File: config.mk
export PLATFORM = sky130hd
export DESIGN_NAME = clk_div_gen
export DESIGN_NICKNAME = d
export VERILOG_FILES = /design/src/rtl/clk_div_gen.sv
export SDC_FILE = /design/constraint.sdc
export NUM_CORES = 1
export LEC_CHECK = 0
export CAP_MARGIN = 20
export CORE_UTILIZATION = 45
export CTS_BUF_LIST = sky130_fd_sc_hd__clkbuf_4 sky130_fd_sc_hd__clkbuf_8
export CTS_CLUSTER_DIAMETER = 120
export CTS_CLUSTER_SIZE = 20
export DETAILED_ROUTE_END_ITERATION = 12
export GPL_TIMING_DRIVEN = 0
export HOLD_SLACK_MARGIN = 0.1
export PLACE_DENSITY = 0.66
export SLEW_MARGIN = 20
export SYNTH_ARGS = -nofsm -noshare
export SYNTH_HDL_FRONTEND = slang
export SYNTH_SLANG_ARGS = --single-unit
File: constraint.sdc
create_clock -name clk -period 4.35 [get_ports clk]
set_input_delay 0.87 -clock clk [delete_from_list [all_inputs] [get_ports clk]]
set_output_delay 0.87 -clock clk [all_outputs]
set_load 0.005 [all_outputs]
File: src/rtl/clk_div_gen.sv
// Runtime-programmable clock divider: registered divided clock plus rise/fall
// strobes. A new divisor is held pending and only takes effect at a period start.
module clk_div_gen #(
  parameter int CNT_W       = 16,
  parameter int DEFAULT_DIV = 162
) (
  input  logic             clk,
  input  logic             rst_n,
  input  logic             en,
  input  logic [CNT_W-1:0] div_in,
  input  logic             div_load,
  output logic             clk_out,
  output logic             tick_rise,
  output logic             tick_fall,
  output logic             running,
  output logic [CNT_W-1:0] div_active
);

  typedef enum logic {IDLE, RUN} state_e;

  localparam logic [CNT_W-1:0] DEF_DIV = CNT_W'(DEFAULT_DIV);
  localparam logic [CNT_W-1:0] MIN_DIV = CNT_W'(2);
  localparam logic [CNT_W-1:0] ONE     = CNT_W'(1);

  state_e           state_q, state_d;
  logic [CNT_W-1:0] cnt_q, cnt_d;
  logic             clk_out_q, clk_out_d;
  logic             tick_rise_q, tick_rise_d;
  logic             tick_fall_q, tick_fall_d;
  logic             running_q, running_d;
  logic [CNT_W-1:0] div_active_q, div_active_d;
  logic [CNT_W-1:0] div_pend_q, div_pend_d;
  logic             pend_vld_q, pend_vld_d;

  logic [CNT_W-1:0] half;
  logic [CNT_W-1:0] cnt_inc;
  logic [CNT_W-1:0] load_val;
  logic             last;
  logic             start;

  assign half     = div_active_q - (div_active_q >> 1);
  assign cnt_inc  = cnt_q + ONE;
  assign last     = (cnt_q == div_active_q - ONE);
  assign load_val = (div_in < MIN_DIV) ? MIN_DIV : div_in;

  always_comb begin
    state_d      = state_q;
    cnt_d        = cnt_q;
    clk_out_d    = clk_out_q;
    tick_rise_d  = 1'b0;
    tick_fall_d  = 1'b0;
    div_active_d = div_active_q;
    div_pend_d   = div_pend_q;
    pend_vld_d   = pend_vld_q;
    start        = 1'b0;

    case (state_q)
      IDLE: begin
        cnt_d     = '0;
        clk_out_d = 1'b0;
        start     = en;
      end
      RUN: begin
        if (last) begin
          if (en) begin
            start = 1'b1;
          end else begin
            state_d   = IDLE;
            cnt_d     = '0;
            clk_out_d = 1'b0;
          end
        end else begin
          cnt_d       = cnt_inc;
          clk_out_d   = (cnt_inc < half);
          tick_fall_d = (cnt_inc == half);
        end
      end
      default: state_d = IDLE;
    endcase

    if (start) begin
      state_d     = RUN;
      cnt_d       = '0;
      clk_out_d   = 1'b1;
      tick_rise_d = 1'b1;
    end

    // Pending divisor switches only at a boundary; a same-cycle load waits one more.
    if ((state_q == IDLE || start) && pend_vld_q) begin
      div_active_d = div_pend_q;
      pend_vld_d   = 1'b0;
    end
    if (div_load) begin
      div_pend_d = load_val;
      pend_vld_d = 1'b1;
    end

    running_d = (state_d == RUN);
  end

  always_ff @(posedge clk or negedge rst_n) begin
    if (!rst_n) begin
      state_q      <= IDLE;
      cnt_q        <= '0;
      clk_out_q    <= 1'b0;
      tick_rise_q  <= 1'b0;
      tick_fall_q  <= 1'b0;
      running_q    <= 1'b0;
      div_active_q <= DEF_DIV;
      div_pend_q   <= DEF_DIV;
      pend_vld_q   <= 1'b0;
    end else begin
      state_q      <= state_d;
      cnt_q        <= cnt_d;
      clk_out_q    <= clk_out_d;
      tick_rise_q  <= tick_rise_d;
      tick_fall_q  <= tick_fall_d;
      running_q    <= running_d;
      div_active_q <= div_active_d;
      div_pend_q   <= div_pend_d;
      pend_vld_q   <= pend_vld_d;
    end
  end

  assign clk_out    = clk_out_q;
  assign tick_rise  = tick_rise_q;
  assign tick_fall  = tick_fall_q;
  assign running    = running_q;
  assign div_active = div_active_q;

endmodule

Word-level counts from Yosys, hierarchy flattened
Index checks and enable logic that the tools add are counted.
- bitwise logic cells: 1
- magnitude comparators: 2
- reduce and logical (&&, ||, !) cells: 3
- eq/ne operators: 3
- $add $sub $neg: 3
- multiplexer cells: 20
- operator list (operator ; count):
    two-way mux 16 bit ; 4
    == test 16 bit ; 2
    one-hot mux 16 bit (2 select lines) ; 1
    adder 16 x 1 -> 16 bit (second input constant) ; 1
    < comparator 16 bit ; 1
    < comparator 16 x 2 -> 1 bit (second input constant) ; 1
    subtractor 16 x 1 -> 16 bit (second input constant) ; 1
    subtractor 16 x 15 -> 16 bit ; 1
    two-way mux 1 bit ; 13
    != test 4 x 3 -> 1 bit (second input constant) ; 1
    one-hot mux 1 bit (2 select lines) ; 2
    nonzero test 2 bit ; 1
    logical AND 1 bit ; 1
    logical OR 1 bit ; 1
    NOT 1 bit ; 1
- flip-flop bits (word level): 53
- bits of input ports: 20
- logic and storage cells: 40

Longest topological paths before layout
- word-level depth: 8
- depth in mapped cells: 18
- gate-level depth less buffers: 18

Least setup slack after synthesis
Ideal clock, no wire load.
- path type: flip-flop to flip-flop
- start: register div_active_q[1], in the netlist div_active[1]
- end: register clk_out_q, in the netlist clk_out
- period minus slack after synthesis: 3.644 ns
- library setup time: 0.127 ns
- setup slack: 0.706 ns
- data required time: 4.223 ns
- arrival time: 3.517 ns
- cell stages (with the launch flop): 18
- cell sequence: dfstp_2 -> ha_1 -> inv_1 -> fa_1 -> nor2b_1 -> o21bai_1 -> a21oi_1 -> o21ai_0 -> a311oi_1 -> and4b_1 -> or3_1 -> ha_1 -> nand4_1 -> nor2_1 -> nand3_1 -> a21oi_1 -> nor3_1 -> or2_2
- cells in the longest elaborated chain, start to end: 5
- elaborated cells between the ends (all ways): 10
- classes of those cells: 2 x add/sub; 1 x order compare; 2 x eq/ne; 5 x mux
- RTL lines (element ; line ; source):
    start, declared ; 31 ; logic [CNT_W-1:0] div_active_q, div_active_d;
    start signal, assigned ; 119 ; div_active_q <= div_active_d;
    subtractor 16 x 15 -> 16 bit or subtractor 16 x 1 -> 16 bit (tied branches) ; 41, 43 ;
    < comparator 16 bit or == test 16 bit (tied branches) ; 74, 43 ;
    two-way mux 1 bit ; 64 ; if (last) begin
    one-hot mux 1 bit (2 select lines) ; 57 ; case (state_q)
    two-way mux 1 bit or != test 4 x 3 -> 1 bit (tied branches) ; - ;
    end signal, assigned ; 115 ; clk_out_q <= clk_out_d;
    end, declared ; 27 ; logic clk_out_q, clk_out_d;
Parallel ways exist; a longest one is shown, timed or not.
A chain may end at the register's enable or synchronous reset.

Worst setup path in the final report
Ends and elaborated chain as after synthesis.

==> flow_metrics.tcl <==
set metrics [dict create \
    cts_sinks 53 \
    antenna_found_initial 0 \
    layout-drive-gt1-share_pct 11.8 \
    rsz0062_at_grt "no" \
    crit_type "flip-flop to flip-flop" \
    htree_levels 2 \
    grt_pass1_vias 2885 \
    clk_pin_slew_ns 0.11 \
    layout_commonest_cell "ha_1" \
    cts_tree "done" \
    dieArea_sq_um 9090 \
    wl_per_cell_microns 15.4 \
    drtPass1Iterations 4 \
    hold_viol_final 0 \
    gr-total-overflow 0 \
    worstSetupStartpointType "flip-flop" \
    crit_path_end "clk_out" \
    io_pins 40 \
    cts_buffer_depth 2 \
    whs_ns 0.513 \
    cts_buffers 5 \
    maxCapViolCount 0 \
    port_buffers 38 \
    synth-warning-count 0 \
    avgSynthCellArea_sq_um 10.2 \
    cts-hold-fix-buffers 0 \
    cts_root_buf "clkbuf_8" \
    placedCellCount 529 \
    syn_nets 455 \
    dp_hpwl_microns 6650 \
    core_area_sq_um 8340 \
    skew_ns 0.0137 \
    power_leakage_uw 0.00209 \
    regToRegSetupSlack_ns 0.21 \
    chipHeight_microns 95.4 \
    drt_iter0_markers 73 \
    start_util_pct 47.0 \
    timing.final.crit_share_pct 95.1 \
    layout_common_cells "ha_1 (48), dfrtp_1 (47), clkdlybuf4s50_1 (37), inv_1 (32), xnor2_1 (32)" \
    die_x_microns 95.4 \
    drc 0 \
    fin_crit_ns 4.14 \
    grt_max_degree 54 \
    crit_required_ns 4.56 \
    synthCells 386 \
    cp.arrival_ns 4.35 \
    status "finished clean" \
    place_congestion 0.815 \
    ant_nets 0 \
    area_delta_synth_final_pct 15.6 \
    timing.final.max_slew_violations 0 \
    gr-usage-all-layers_pct 19.8 \
    cp_max_fo 6 \
    yosysUniqueCellTypes 52 \
    worst_pin_slew_ns 0.661 \
    clk_latency_ns 0.31 \
    instances_no_fill 537 \
    async_flop_share_pct 100 \
    max_freq_mhz 242 \
    reg2reg_from "div_active[1]" \
    grt_pass1_wl_microns 13600 \
    irDropWorstVdd_v 0.000271 \
    ys_ff_latch 53 \
    endpoint_kind "flip-flop" \
    yosysSeqAreaShare_pct 34.0 \
    synth_enable_flop_cells 0 \
    slew_headroom_pct 55.9 \
    num_vias 2915 \
    ys.flop_type "dfrtp_1" \
    holdCritPathClass "flip-flop to flip-flop" \
    setup_violations 0 \
    tns_ns 0 \
    insertedDiodeCount 0 \
    post-route-util_pct 54.4 \
    rr_endpoint "clk_out" \
    cp-startpoint "div_active[1]" \
    reg2reg_depth 17 \
    vias_per_cell 5.43 \
    layout.nets 500 \
    netlist_area_sq_um 3920 \
    wl_microns 8260 \
    rows 33 \
    cellPowerDensity_nw_per_um2 748 \
]
cell families (layout without fill, tap and decap cells):
family	Yosys count	in the layout	share of synthesized area, %
AOI/OAI and AO/OA	51	51	8.93
xor gates and xnor gates	50	50	11.9
adders and majority gates	49	49	15.8
buffers and inverters	39	85	3.92
DFF	53	53	34.0
muxes	31	31	9.73
and+or+nand+nor	113	113	15.7
Yosys cell counts, drive strengths merged, types with 3 or more instances:
cell / number / area, sq um
a21o: 3 / 22.5
a21oi: 14 / 70.1
and3: 7 / 43.8
buf: 3 / 18.8
clkbuf: 4 / 15.0
dfrtp: 47 / 1180
dfstp: 6 / 158
ha: 48 / 601
inv: 32 / 120
mux2: 30 / 372
nand2: 16 / 62.6
nand3: 12 / 60.1
nand4: 8 / 50.1
nor2: 18 / 67.6
nor2b: 21 / 131
nor3: 6 / 30.0
nor4: 10 / 62.6
o211ai: 4 / 30.0
o21ai: 6 / 30.0
o21bai: 5 / 37.5
o31ai: 4 / 30.0
or3: 4 / 25.0
xnor2: 32 / 280
xor2: 16 / 140
worst min path at each step:
stage,from,to,slack [ns],cells past startpoint
after floorplan,div_pend_q[4],div_active[4],0.48,1
after global placement,div_pend_q[10],div_active[10],0.49,1
after detailed placement,div_pend_q[10],div_active[10],0.50,1
after CTS,div_pend_q[10],div_active[10],0.51,1
after global routing,div_pend_q[10],div_active[10],0.53,1
final,div_pend_q[4],div_pend_q[4],0.51,1
layout make-up:
cell class              count  area (sq um)
repair buffers             38           378
inverters                  32           120
clock buffers               6          76.3
flip-flops and latches     53          1330
fillers                   775          3810
multi-input cells         294          2440
clock inverters             2          15.0
well taps                 105           131
plain buffers               7          33.8
routing by layer:
layer	global-route usage, %	share of wire, %
met3	3.19	3.1
met4	4.29	1.0
met1	25.8	47
met5	0	0
met2	34.5	49
through the flow:
step | cell area [sq um] | power (uW) | setup slack, ns
2_1_floorplan | 3920 | 2460 | 0.706
3_3_place_gp | 4430 | 3000 | 0.141
3_5_place_dp | 4430 | 3080 | 0.0782
4_1_cts | 4520 | 3380 | 0.0538
5_1_grt | 4530 | 3720 | 0.00737
6_report | 4530 | 3390 | 0.213
worst max-delay path: stages, from the launching register on:
cell and delay (ns):
dfstp_2 0.63, ha_1 0.21, inv_1 0.06, fa_1 0.39, nor2b_1 0.15, o21bai_1 0.17, a21oi_1 0.15, o21ai_2 0.18
a311oi_2 0.16, and4b_1 0.23, or3_1 0.39, ha_1 0.31, nand4_1 0.13, nor2_1 0.20, nand3_1 0.13, a21oi_1 0.17
nor3_1 0.09, or2_2 0.29
power by group:
group,switching (uW),total (uW),leakage (uW),internal [uW]
registers,189,808,0.000643,619
clock network,170,290,0.0000408,120
logic,1180,2290,0.00141,1110
total,1540,3390,0.00209,1850
timing repair:
action	in CTS	in global routing
gates resized for setup	0	4
endpoints found under the setup margin	0	2
setup buffers	0	0
sequential cells by signal, indices dropped and copies added (netlist names):
| signal | cells |
|---|---|
| cnt_q | 16 |
| div_active | 16 |
| pend_vld_q | 1 |
| tick_rise | 1 |
| tick_fall | 1 |
| clk_out | 1 |
| div_pend_q | 16 |
| running | 1 |
(Power assumes the default switching activity.)
